## config.mk

```make
export PLATFORM = sky130hd
export DESIGN_NAME = char_motion_ctl
export DESIGN_NICKNAME = d
export VERILOG_FILES = /design/src/rtl/char_motion_ctl.sv
export SDC_FILE = /design/constraint.sdc
export NUM_CORES = 1
export LEC_CHECK = 0
export ABC_CLOCK_PERIOD_IN_PS = 3600
export CORE_MARGIN = 2
export CORE_UTILIZATION = 30
export CTS_BUF_LIST = sky130_fd_sc_hd__clkbuf_4
export CTS_CLUSTER_DIAMETER = 80
export DETAILED_ROUTE_END_ITERATION = 12
export DONT_BUFFER_PORTS = 1
export PLACE_DENSITY = 0.46
export SLEW_MARGIN = 20
export SYNTH_ARGS = -nofsm -noshare
export SYNTH_HDL_FRONTEND = slang
export SYNTH_SLANG_ARGS = --single-unit
```

## constraint.sdc

```tcl
create_clock -name clk -period 3.6 [get_ports clk]
set_clock_uncertainty 0.15 [all_clocks]
set_input_delay 0.9 -clock clk [delete_from_list [all_inputs] [get_ports clk]]
set_output_delay 0.9 -clock clk [all_outputs]
set_load 0.05 [all_outputs]
```

## src/rtl/char_motion_ctl.sv

```systemverilog
// Character motion controller: per-frame horizontal walk with clamping and a
// ground/rise/fall jump FSM with gravity.
// Latency: outputs update on the clock edge of a frame_tick-high cycle (1 cycle).
// Backpressure: none; without frame_tick all state holds and landed stays low.
// Ports: clk, rst_n (async, active-low), frame_tick, nav_state[2:0]
//        -> xpos[11:0], ypos[11:0], on_the_ground, landed.
module char_motion_ctl #(
  parameter int X_START  = 100,
  parameter int Y_GROUND = 500,
  parameter int X_MIN    = 0,
  parameter int X_MAX    = 760,
  parameter int Y_MIN    = 0,
  parameter int STEP_X   = 4,
  parameter int JUMP_V   = 16,
  parameter int GRAVITY  = 2,
  parameter int V_MAX    = 16
) (
  input  logic        clk,
  input  logic        rst_n,
  input  logic        frame_tick,
  input  logic [2:0]  nav_state,
  output logic [11:0] xpos,
  output logic [11:0] ypos,
  output logic        on_the_ground,
  output logic        landed
);

  localparam logic [2:0] NAV_UP    = 3'd1;
  localparam logic [2:0] NAV_LEFT  = 3'd3;
  localparam logic [2:0] NAV_RIGHT = 3'd4;

  // A left step from below this threshold would cross X_MIN, so it clamps.
  localparam logic [12:0] X_LEFT_THR = 13'(X_MIN + STEP_X);

  typedef enum logic [1:0] {GROUND, RISE, FALL} state_t;

  state_t      state, nx_state;
  logic [7:0]  vel, nx_vel;
  logic [11:0] nx_x, nx_y;
  logic        nx_landed;
  logic [12:0] x13, y13, v13, y_sum;
  logic [8:0]  v_inc;

  always_comb begin
    x13       = {1'b0, xpos};
    y13       = {1'b0, ypos};
    v13       = {5'b0, vel};
    y_sum     = y13 + v13;
    v_inc     = {1'b0, vel} + 9'(GRAVITY);
    nx_x      = xpos;
    nx_y      = ypos;
    nx_vel    = vel;
    nx_state  = state;
    nx_landed = 1'b0;

    // Horizontal motion is independent of the jump state.
    case (nav_state)
      NAV_LEFT: begin
        if (x13 < X_LEFT_THR) nx_x = 12'(X_MIN);
        else                  nx_x = xpos - 12'(STEP_X);
      end
      NAV_RIGHT: begin
        if (x13 + 13'(STEP_X) > 13'(X_MAX)) nx_x = 12'(X_MAX);
        else                                 nx_x = xpos + 12'(STEP_X);
      end
      default: ;
    endcase

    case (state)
      GROUND: begin
        if (nav_state == NAV_UP) begin
          nx_vel   = 8'(JUMP_V);
          nx_state = RISE;
        end else begin
          nx_y   = 12'(Y_GROUND);
          nx_vel = '0;
        end
      end
      RISE: begin
        // Compare as y < Y_MIN + vel so the subtraction can never wrap.
        if (y13 < 13'(Y_MIN) + v13) begin
          nx_y     = 12'(Y_MIN);
          nx_vel   = '0;
          nx_state = FALL;
        end else if (vel > 8'(GRAVITY)) begin
          nx_y   = ypos - {4'b0, vel};
          nx_vel = vel - 8'(GRAVITY);
        end else begin
          nx_y     = ypos - {4'b0, vel};
          nx_vel   = '0;
          nx_state = FALL;
        end
      end
      FALL: begin
        if (y_sum >= 13'(Y_GROUND)) begin
          nx_y      = 12'(Y_GROUND);
          nx_vel    = '0;
          nx_state  = GROUND;
          nx_landed = 1'b1;
        end else begin
          nx_y   = y_sum[11:0];
          nx_vel = (v_inc > 9'(V_MAX)) ? 8'(V_MAX) : v_inc[7:0];
        end
      end
      default: nx_state = GROUND;
    endcase
  end

  always_ff @(posedge clk or negedge rst_n) begin
    if (!rst_n) begin
      state         <= GROUND;
      vel           <= '0;
      xpos          <= 12'(X_START);
      ypos          <= 12'(Y_GROUND);
      on_the_ground <= 1'b1;
      landed        <= 1'b0;
    end else begin
      landed <= 1'b0;
      if (frame_tick) begin
        state         <= nx_state;
        vel           <= nx_vel;
        xpos          <= nx_x;
        ypos          <= nx_y;
        on_the_ground <= (nx_state == GROUND);
        landed        <= nx_landed;
      end
    end
  end

endmodule

```

; Yosys cells after proc, flatten, opt, wreduce, memory -nomap -nowiden
; Index checks and enable logic that the tools add are counted.
[totals]
input_bits = 6
word_cells = 53
ff_bits = 36
output_inout_bits = 26
[op_classes]
muxes = 21
add_sub_neg = 7
eq_ne = 6
reduce_logical = 7
n_lt_le_gt_ge = 6
[op_table]
columns = cell, count
row1 = $mux W12, 5
row2 = $pmux W12 S3, 1
row3 = $mux W8, 4
row4 = $pmux W12 S2, 1
row5 = $pmux W8 S3, 1
row6 = $add A12 B3 Y13 const B, 1
row7 = $add A12 B8 Y13, 1
row8 = $ge A13 B9 Y1 const B, 1
row9 = $gt A13 B10 Y1 const B, 1
row10 = $add A12 B3 Y12 const B, 1
row11 = $lt A12 B3 Y1 const B, 1
row12 = $lt A12 B8 Y1, 1
row13 = $sub A12 B3 Y12 const B, 1
row14 = $sub A12 B8 Y12, 1
row15 = $add A8 B2 Y9 const B, 1
row16 = $gt A9 B5 Y1 const B, 1
row17 = $gt A8 B2 Y1 const B, 1
row18 = $mux W2, 4
row19 = $sub A8 B2 Y8 const B, 1
row20 = $pmux W2 S3, 1
row21 = $mux W5, 1
row22 = $logic_not A2 Y1, 2
row23 = $reduce_and A2 Y1, 2
row24 = $eq A3 B1 Y1 const B, 1
row25 = 9 further kinds, 11

; Logic depth before layout (Yosys ltp)
; Gate-level depths: netlist of the first run.
[depth]
ltp_word = 5
mapped_depth = 12
mapped_depth_nobuf = 9

; Worst setup path after synthesis of the first run
; OpenSTA, ideal clock, no wires.
[synth_path]
kind = reg-to-reg
start = register vel[1]
end = register ypos[8]
synth_period_minus_slack_ns = 3.004
setup_slack_ns = 0.596
setup_time_ns = 0.083
t_required_ns = 3.367
n_path_buf = 1
path_stages_with_launch = 11
t_arrival_ns = 2.771
cell_sequence = dfrtp_1 -> clkbuf_1 -> inv_1 -> fa_1 -> a21o_1 -> a21o_1 -> a211o_1 -> a31oi_2 -> a2bb2oi_1 -> mux2i_1 -> o32a_1
[synth_via]
elab_chain_cells = 4
word_cells_on_any_way = 7
classes_between = add/sub (2) / order compare (2) / mux (3)
[synth_rtl]
columns = item, line_no
row1 = start: declaration, 38  ; logic [7:0] vel, nx_vel;
row2 = start signal: assignment, 121  ; vel <= nx_vel;
row3 = $add A12 B8 Y13, 48  ; y_sum = y13 + v13;
row4 = $ge A13 B9 Y1, 95  ; if (y_sum >= 13'(Y_GROUND)) begin
row5 = $mux W12, 95
row6 = $pmux W12 S3 (*), 69  ; case (state)
row7 = end signal: assignment, 114  ; ypos <= 12'(Y_GROUND);
row8 = end signal: assignment, 123  ; ypos <= nx_y;
row9 = end: declaration, 23  ; output logic [11:0] ypos,
; Mark *: on every way between the ends. The rest lies on a longest branch, timed or not.
; A chain may end at the register's enable or synchronous reset.

; Worst setup path in the final report of the first run
[layout_path]
start = register vel[2]
end = register ypos[5]
; Same word-level chain as after synthesis.

==> PnR_summary.wiki, run 1 <==
{| class="wikitable"
! Metric !! Value
|-
| Area growth syn-to-layout || 8.561%
|-
| Global-route wire length before repair || 15.42 mm
|-
| Number of gates resized after cts || 0
|-
| MaxCap Viol Count || 0
|-
| Number of hold-slack violations in the final timing report || 0
|-
| CTS sink count || 33
|-
| Combinational power share || 68.8%
|-
| Total of fill cells in the finished design || about 1100
|-
| DR vias/cell || between 5 and 6
|-
| Placed inst area || 3396 um^2
|-
| Hold Slack || 0.07429 ns
|-
| Standard cell core area || slightly above 10000 um^2
|-
| CP Launch Type || register
|-
| Number of clock buffers inserted by TritonCTS || 5
|-
| Slew HR || between 40% and 50%
|-
| Most used flip-flop cell after synthesis || dfrtp_1
|-
| 1st-pass router iterations || 4
|-
| Total of warnings raised by yosys || 0
|-
| Die Span X || about 110 um
|-
| Number of cell instances on the worst register-to-register path || 9
|-
| IR Drop Worst-Case VDD || 0.3167 mV
|-
| Summed instance area of the synthesized netlist || 3201 um^2
|-
| Minimum setup slack after placement || ~0.42 ns
|-
| Count of routing violations after the opening detailed-route iteration || 95
|-
| Net Sw Frac || a little under three fifths
|-
| Final max-slew violation count || 0
|-
| Avg Inst Size Synth || 8.042 um^2
|-
| Source-to-sink clock delay at the later pin of the worst-skew pair || 0.35 ns
|-
| Data required time of the worst path || ~3.7 ns
|-
| Arrival @ worst endpoint || 3.39 ns
|-
| Post-route DRC || 0
|-
| Clock share of power || 8.1%
|-
| Synthesized instance count || 398
|-
| Maximum net fanout on the critical path || 9
|-
| Die Height || 107.3 um
|-
| Post-synth EDFFs || 0
|-
| CTS tree || done
|-
| Number of cells in the design after placement || approximately 530
|-
| Power density cells || 1038 nW/um^2
|-
| Longest Clk Path Bufs || 2
|-
| Fraction of layout instances using a drive strength above 1 || a little under an eighth
|-
| Setup repair after global routing missed its margin || false
|-
| Level count of the clock H-tree || 2
|-
| Final sum of negative setup slack || 0 ns
|-
| Register share of total power || 23.1%
|-
| Worst-Margin Slew || 0.7666 ns
|-
| Result of the run || complete, no violations
|-
| Element type at the critical path end || register
|-
| Via count of the first global-routing pass || ~2900
|-
| Clock Root Buffer || clkbuf_4
|-
| Wire per inst || roughly 18 um
|-
| Number of top-level pins || 32
|-
| Net count of the finished layout || 431
|-
| Ratio of final minimum period to clock period || 90.20%
|-
| Fin crit period || 3.247 ns
|-
| Net Switching || 1.989 mW
|-
| PortBufs || 0
|-
| Max Clk Rate || 308.0 MHz
|-
| Number of rows created at floorplan || 37
|-
| Hold Crit Class || in2async
|-
| # setup viols final || 0
|-
| Initial antenna violation count || 0
|-
| Share of async-settable or async-resettable flops after synthesis || 100.0%
|-
| Flip-flop and latch count after synthesis || 33
|-
| Largest net degree at the start of global routing || 34
|-
| Global-route usage over all layers || between 10% and 20%
|-
| Post-route standard cell area excluding fillers || 3475 um^2
|-
| Vias || around 3000
|-
| Post-DP HPWL || between 7 and 8 mm
|-
| Area enclosed by the die boundary || 11510 um^2
|-
| Clock transition at the register clock pins on the worst setup and hold paths after CTS || 0.12 ns
|-
| Internal Pwr Total || 1.619 mW
|-
| Critical path type || reg2reg
|-
| Placer congestion estimate || 0.8535
|-
| Hold buffer count at cts || 0
|-
| Pleak || 1.407 nW
|-
| Count of antenna-violating nets left after detailed routing || 0
|-
| Final cell count without fillers || 537
|-
| Number of antenna cells inserted || 0
|-
| Buffers inserted during post-CTS setup optimization || 0
|-
| Count of cell types in the netlist || 68
|-
| Final routed wirelength across all metal layers || between 9 and 10 mm
|-
| PnR worst setup slack || around 0.35 ns
|-
| Remaining global-route overflow || 0
|-
| Effective utilization at floorplan || between 30% and 40%
|-
| Sequential-to-total area share from yosys stat || 26.19%
|}
layout make-up:
| cell class | instances | area (um^2) | share of cell area [%] |
|---|---|---|---|
| clock buffers | 5 | 37.54 | 1.080 |
| clock inverters | 3 | 41.29 | 1.188 |
| inverters | 25 | 93.84 | 2.701 |
| multi-input cells | 315 | 2143 | 61.69 |
| flip-flops and latches | 33 | 838.3 | 24.13 |
| well taps | 136 | 170.2 | 4.897 |
| repair buffers | 20 | 150.1 | 4.321 |
cell usage after synthesis (all sizes together) (9+ instances only):
cell	number	share of area, %
o21ai	31	4.8
buf	9	2.0
dfrtp	23	18
nand2	30	3.5
nor3	17	2.7
a21oi	25	4.0
nor2	24	2.8
o22ai	9	1.8
ha	24	9.4
nand3	15	2.3
inv	25	2.9
clkbuf	17	2.0
xnor2	10	2.7
dfstp	10	8.2
logic make-up after synthesis:
kind of cell / share of synthesized area, %
AO/OA/AOI/OAI: 30.92
XOR/XNOR: 3.557
flip-flops: 26.19
AND/OR/NAND/NOR: 20.84
adder cells (fa/ha/maj): 10.01
other: 0.2346
multiplexers: 1.290
buffers and inverters: 6.958
registers in the layout, indices dropped and copies added (netlist names):
register	flops
vel	7
landed	1
on_the_ground	1
state	2
xpos	10
ypos	12
power by group through the flow:
stage	logic (mW)	clock network (mW)	registers, mW
2_1_floorplan	1.72	0	0.985
3_3_place_gp	2.47	0	0.845
3_5_place_dp	2.45	0	0.845
4_1_cts	2.46	0.302	0.838
5_1_grt	2.73	0.314	0.861
6_report	2.48	0.293	0.834
worst paths after layout:
| path | startpoint | endpoint | slack, ns |
|---|---|---|---|
| worst max-delay path | vel[2] | ypos[5] | 0.35 |
| worst min-delay path | rst_n | ypos[3] | 0.07 |
| max in group asynchronous | rst_n | xpos[6] | 3.04 |
| worst min register to register | ypos[4] | ypos[4] | 0.39 |
| worst max register to register | vel[2] | ypos[5] | 0.35 |
| min in group clk | ypos[4] | ypos[4] | 0.39 |
metal layers:
metal	track usage (%)	up-vias	share of wire [%]
met1	22.90	1450	47
met5	0	-	0
met4	4.731	0	1.6
met2	28.21	51	47
met3	3.087	12	3.9
li1	-	1474	-
cell usage in the layout (no fill, tap or decap), drive strengths merged, types with 4 or more instances in the layout:
cell type	count
o21ai	31
nand2	30
inv	25
a21oi	25
nor2	24
ha	24
dfrtp	23
buf	20
nor3	17
nand3	15
xnor2	10
dfstp	10
o22ai	9
and2	8
a2bb2oi	8
nand2b	7
a211oi	7
nor2b	6
a31oi	6
a21o	5
nand4	5
o32a	5
clkbuf	5
a211o	4
o211ai	4
o21a	4
o31ai	4
worst max-delay path, cell delays in order (launching register included):
cell and delay, ns:
dfrtp_1 0.52, inv_1 0.14, ha_1 0.37, nand2b_1 0.22
a211o_1 0.30, a221o_1 0.37, nand4_1 0.14, a22o_1 0.43
a21oi_2 0.18, o32a_1 0.38
through the flow:
stage | util, % | total power, mW
final | 33.66 | 3.608
after detailed placement | 32.89 | 3.293
after floorplan | - | 2.704
after global placement | 32.89 | 3.312
after CTS | 33.66 | 3.605
after global routing | 33.66 | 3.900
No activity file was read; power rests on OpenSTA's default activity.
==> run 2, diff against run 1 <==
--- a/config.mk
+++ b/config.mk
@@ -6,7 +6,6 @@
 export NUM_CORES = 1
 export LEC_CHECK = 0
 export ABC_CLOCK_PERIOD_IN_PS = 3600
-export CORE_MARGIN = 2
 export CORE_UTILIZATION = 30
 export CTS_BUF_LIST = sky130_fd_sc_hd__clkbuf_4
 export CTS_CLUSTER_DIAMETER = 80
==> run 2 against run 1 <==
Against the previous run:
- sequential cell count is the same
- register-to-register slack worse by 0.03 ns
- sequential power hardly changed
- core utilization hardly changed
- largest power group unchanged
- highest routed layer unchanged
==> PnR_summary.wiki, run 2 (synthesized netlist as in run 1, its figures left out) <==
{| class="wikitable"
! Metric !! Value
|-
| Final cell count without fillers || 536
|-
| Max Clk Rate || about 310 MHz
|-
| Post-DP HPWL || ~7.3 mm
|-
| Minimum setup slack after placement || 0.4077 ns
|-
| CP Launch Type || register
|-
| Number of flip-flops in the largest register || 12
|-
| Die Height || around 110 um
|-
| Final max-slew violation count || 0
|-
| Post-route standard cell area excluding fillers || 3472 um^2
|-
| Count of routing violations after the opening detailed-route iteration || approximately 240
|-
| Fraction of layout instances using a drive strength above 1 || between 10% and 20%
|-
| Register name with the most flops || ypos
|-
| Arrival @ worst endpoint || 3.42 ns
|-
| Leading cell types in the layout, fill and taps excluded || nand2_1, inv_1, nor2_1, a21oi_1, ha_1
|-
| Number of gates resized after cts || 0
|-
| Pleak || between 1 and 1.5 nW
|-
| Largest net degree at the start of global routing || 34
|-
| Number of top-level pins || 32
|-
| Maximum net fanout on the critical path || 13
|-
| Area growth syn-to-layout || 8.483%
|-
| Met3 routed WL || 449 um
|-
| Number of cells in the design after placement || approximately 530
|-
| Register share of total power || about 23%
|-
| Net Sw Frac || 55.45%
|-
| Met1 wire length || 4.457 mm
|-
| Placer congestion estimate || 0.8646
|-
| Fin crit period || 3.275 ns
|-
| Longest Clk Path Bufs || 2
|-
| Global-route wire length before repair || 15.78 mm
|-
| Number of hold-slack violations in the final timing report || 0
|-
| Placed inst area || 3388 um^2
|-
| Flop2flop setup slack || 0.32 ns
|-
| Clock Root Buffer || clkbuf_4
|-
| Net Switching || 2.009 mW
|-
| MaxCap Viol Count || 0
|-
| Max Used Layer || met4
|-
| DR vias/cell || 5.586
|-
| Total of fill cells in the finished design || 1105
|-
| Power density cells || approximately 1000 nW/um^2
|-
| Detailed route wirelength on metal2 || 4.561 mm
|-
| PortBufs || 0
|-
| Final routed wirelength across all metal layers || 9.653 mm
|-
| Effective utilization at floorplan || 31.00%
|-
| Top flop regs || ypos x12, xpos x10, vel x7
|-
| Element type at the critical path end || register
|-
| Standard cell core area || ~10000 um^2
|-
| Post-route DRC || 0
|-
| Count of antenna-violating nets left after detailed routing || 0
|-
| Area enclosed by the die boundary || around 11000 um^2
|-
| PnR worst setup slack || 0.3247 ns
|-
| Buffers inserted during post-CTS setup optimization || 0
|-
| Combinational power share || 68.3%
|-
| Data required time of the worst path || 3.75 ns
|-
| Hold buffer count at cts || 0
|-
| CTS tree || done
|-
| Via count of the first global-routing pass || 2931
|-
| # setup viols final || 0
|-
| 1st-pass router iterations || 4
|-
| Wire per inst || 18.01 um
|-
| Final sum of negative setup slack || 0 ns
|-
| Level count of the clock H-tree || 2
|-
| Internal Pwr Total || 1.614 mW
|-
| Hold Crit Class || in2async
|-
| Ratio of final minimum period to clock period || between 90% and 100%
|-
| Clock share of power || 8.6%
|-
| Vias || ~3000
|-
| Remaining global-route overflow || 0
|-
| Post-layout power || 3.622 mW
|-
| Setup repair after global routing missed its margin || false
|-
| Slew HR || 46.93%
|-
| Critical path type || reg2reg
|-
| Number of rows created at floorplan || 37
|-
| Number of clock buffers inserted by TritonCTS || 5
|-
| Source-to-sink clock delay at the later pin of the worst-skew pair || 0.37 ns
|-
| Number of antenna cells inserted || 0
|-
| Worst-Margin Slew || 0.7760 ns
|-
| Clock transition at the register clock pins on the worst setup and hold paths after CTS || 0.15 ns
|-
| Net count of the finished layout || 430
|-
| Initial antenna violation count || 0
|-
| Most common cell after layout, fill and taps aside || nand2_1
|-
| Result of the run || complete, no violations
|-
| Global-route usage over all layers || 18.05%
|-
| IR Drop Worst-Case VDD || 0.3070 mV
|-
| CTS sink count || 33
|-
| Die Span X || approximately 110 um
|}
[run 2: cell count changes in the layout (fill, tap and decap cells not counted)]
cell / before / now
clkinv_4: 0 / 1
buf_4: 20 / 19
clkinv_1: 1 / 0
[run 2: power groups by stage]
stage	Clock, mW	Combinational [mW]	Sequential [mW]
after floorplan	0	1.72	0.985
after global placement	0	2.46	0.846
final	0.312	2.47	0.836
after detailed placement	0	2.44	0.847
after CTS	0.320	2.46	0.839
after global routing	0.331	2.72	0.865
[run 2: stage by stage]
| stage | hold WS (ns) | utilization [%] |
|---|---|---|
| global placement | 0.3708 | 32.82 |
| finish | 0.04868 | 33.63 |
| CTS | 0.04327 | 33.63 |
| detailed placement | 0.3821 | 32.82 |
| global route | 0.03805 | 33.63 |
| floorplan | 0.4307 | - |
[run 2: critical path, cell delays in order, from the launching register on]
cell,delay [ns]
dfrtp_1,0.55
inv_1,0.16
ha_1,0.46
nor2b_1,0.20
a211o_1,0.29
nor3_1,0.22
nand4_1,0.17
a22o_1,0.41
a211oi_1,0.37
o221a_1,0.23
[run 2: cell type report]
class                   count  area [um^2]  share of cell area [%]
repair buffers             19        142.6                   4.108
flip-flops and latches     33        838.3                   24.14
clock buffers               5        37.54                   1.081
inverters                  25        93.84                   2.703
well taps                 136        170.2                   4.901
clock inverters             3        46.29                   1.333
multi-input cells         315         2143                   61.73
[run 2: final timing paths]
kind / from / to / cells after the start
min in group clk: ypos[4] / ypos[4] / 1
max in group asynchronous: rst_n / xpos[6] / 0
hold / removal: rst_n / ypos[3] / 0
setup reg to reg: vel[4] / on_the_ground / 9
hold reg to reg: ypos[4] / ypos[4] / 1
setup / recovery: vel[4] / on_the_ground / 9
[run 2: routing by layer]
| layer | track usage, % | up-vias |
|---|---|---|
| li1 | - | 1471 |
| met1 | 24.90 | 1442 |
| met2 | 28.81 | 70 |
| met3 | 2.659 | 11 |
| met4 | 5.936 | 0 |
| met5 | 0 | - |
==> run 3, diff against run 2 <==
--- a/config.mk
+++ b/config.mk
@@ -12,7 +12,6 @@
 export DETAILED_ROUTE_END_ITERATION = 12
 export DONT_BUFFER_PORTS = 1
 export PLACE_DENSITY = 0.46
-export SLEW_MARGIN = 20
 export SYNTH_ARGS = -nofsm -noshare
 export SYNTH_HDL_FRONTEND = slang
 export SYNTH_SLANG_ARGS = --single-unit
==> results of run 3 <==
The final DEF is identical to that of run 2; final timing and power are the same.
==> patch (flow settings as in run 3) <==
Make the reset (`rst_n`) synchronous in one clocked block. Comments in the files are not updated.
--- a/src/rtl/char_motion_ctl.sv
+++ b/src/rtl/char_motion_ctl.sv
@@ -108,3 +108,3 @@
 
-  always_ff @(posedge clk or negedge rst_n) begin
+  always_ff @(posedge clk) begin
     if (!rst_n) begin
Function: differs if rst_n is asserted again (counterexample within 4 cycles, from zero or initial values and one cycle with rst_n low); with rst_n held inactive, the same outputs for 10 cycles.
==> patch against run 3 <==
Sequential cell count unchanged. Worst setup slack better by 0.075 ns. Sequential share of layout area down 4.8 points. Cell area down 1.5%. Largest cell class unchanged. Critical path depth up 1. Critical path type unchanged. Non-clock buffer count up 1. Wire length down 4.8%. Worst hold slack better by 0.37 ns. Synthesized area down 2.1%. Final cell count up 3.0%.
Power is left out: it rests on default switching activity, and per cell area and clock period it moved more than threefold.
==> patch: results (changes against run 3) <==
[setup_path]
cpPeakStageDelay_ns = 0.52  ; -0.03 ns
slowest_stage = ha_1
arrival_ns = 3.30  ; -0.12 ns
r2r.worst_path.cells = 10  ; +1

[placement]
place.gp.congestion = 0.872  ; +0.84%
placed_cell_area_um2 = 3340  ; -1.4%
dp_hpwl_um = 7060  ; -2.7%

[global_route]
met2_usage_pct = 27.0  ; -1.8 points
use_met1_pct = 24.4  ; -0.52 points
grt_max_degree = 36  ; +5.9%
grt_pass1_vias = 2918  ; -0.44%
grt.total_usage_pct = 17.6  ; -0.47 points
use_met3_pct = 3.32  ; +0.66 points
grt_pass1_wl_um = 15500  ; -2.0%

[routing]
drt-initial-drc-count = 164  ; -31%
dr.pass1.iters = 6  ; +2
wirelength_um = 9190  ; -4.8%

[synthesis]
synthDistinctLibCells = 75  ; +10%
synthArstFlopShare_pct = 0  ; -100 points
synth_flop_cell = dfxtp_1
synth_commonest_cells = a21oi_1 (35), dfxtp_1 (33), o21ai_0 (32)
ys_seq_area_share_pct = 21.1  ; -5.1 points

[timing]
holdWs_ns = 0.421  ; +0.372 ns
worst_slew_pin_slew_ns = 0.915  ; +0.139 ns

[status]
status = finished, final reports clean

[final_layout]
finalNetCount = 449  ; +4.4%
layout-drive-gt1-share_pct = 10.7  ; -1.3 points

[hold_path]
min_path_type = reg -> reg

==> patch: path summary, 6_finish.rpt <==
kind,from,end,slack [ns]
worst max-delay path,vel[4]$_SDFFE_PN0P_,vel[1]$_SDFFE_PN0P_,0.40
worst min-delay path,ypos[3]$_SDFFE_PN0P_,ypos[3]$_SDFFE_PN0P_,0.42
worst max register to register,vel[4]$_SDFFE_PN0P_,vel[1]$_SDFFE_PN0P_,0.40
worst min register to register,ypos[3]$_SDFFE_PN0P_,ypos[3]$_SDFFE_PN0P_,0.42
==> patch: cells by family (layout without fill, tap and decap cells) <==
group / after synthesis / in the layout / synth area share (%)
AOI/OAI and AO/OA: 150 / 150 / 33.3
and+or+nand+nor: 135 / 135 / 22.9
buffers and inverters: 51 / 54 / 6.75
DFF: 33 / 33 / 21.1
adders and majority gates: 25 / 25 / 10.2
xor gates and xnor gates: 16 / 16 / 4.47
muxes: 3 / 3 / 0.998
other: 2 / 3 / 0.240
==> patch: layout make-up <==
| cell class | count | area [µm²] |
|---|---|---|
| Tap cell | 133 | 166 |
| Sequential cell | 33 | 661 |
| Clock inverter | 2 | 33.8 |
| Timing Repair Buffer | 20 | 150 |
| Inverter | 26 | 97.6 |
| Clock buffer | 6 | 45.0 |
| Fill cell | 1054 | 6540 |
| Multi-Input combinational cell | 332 | 2270 |
==> patch: metal layers <==
layer  up-vias  share of wire, %
met1      1428                48
met2        92                44
met5         -                 0
li1       1529                 -
met4         0               2.0
met3        17               5.8
==> patch: per-stage QoR <==
step	instances	util, %
after floorplan	416	-
after global placement	544	33.6
after detailed placement	544	33.6
after CTS	552	34.4
after global routing	552	34.4
final	552	34.4
==> patch: critical path: cells and delay by family, from the launching register on <==
family                     cells  cell delay, ns
AOI/OAI and AO/OA              3            0.77
buffers and inverters          2            0.33
DFF                            1            0.49
xor gates and xnor gates       1            0.18
and+or+nand+nor                3            0.66
adders and majority gates      1            0.52
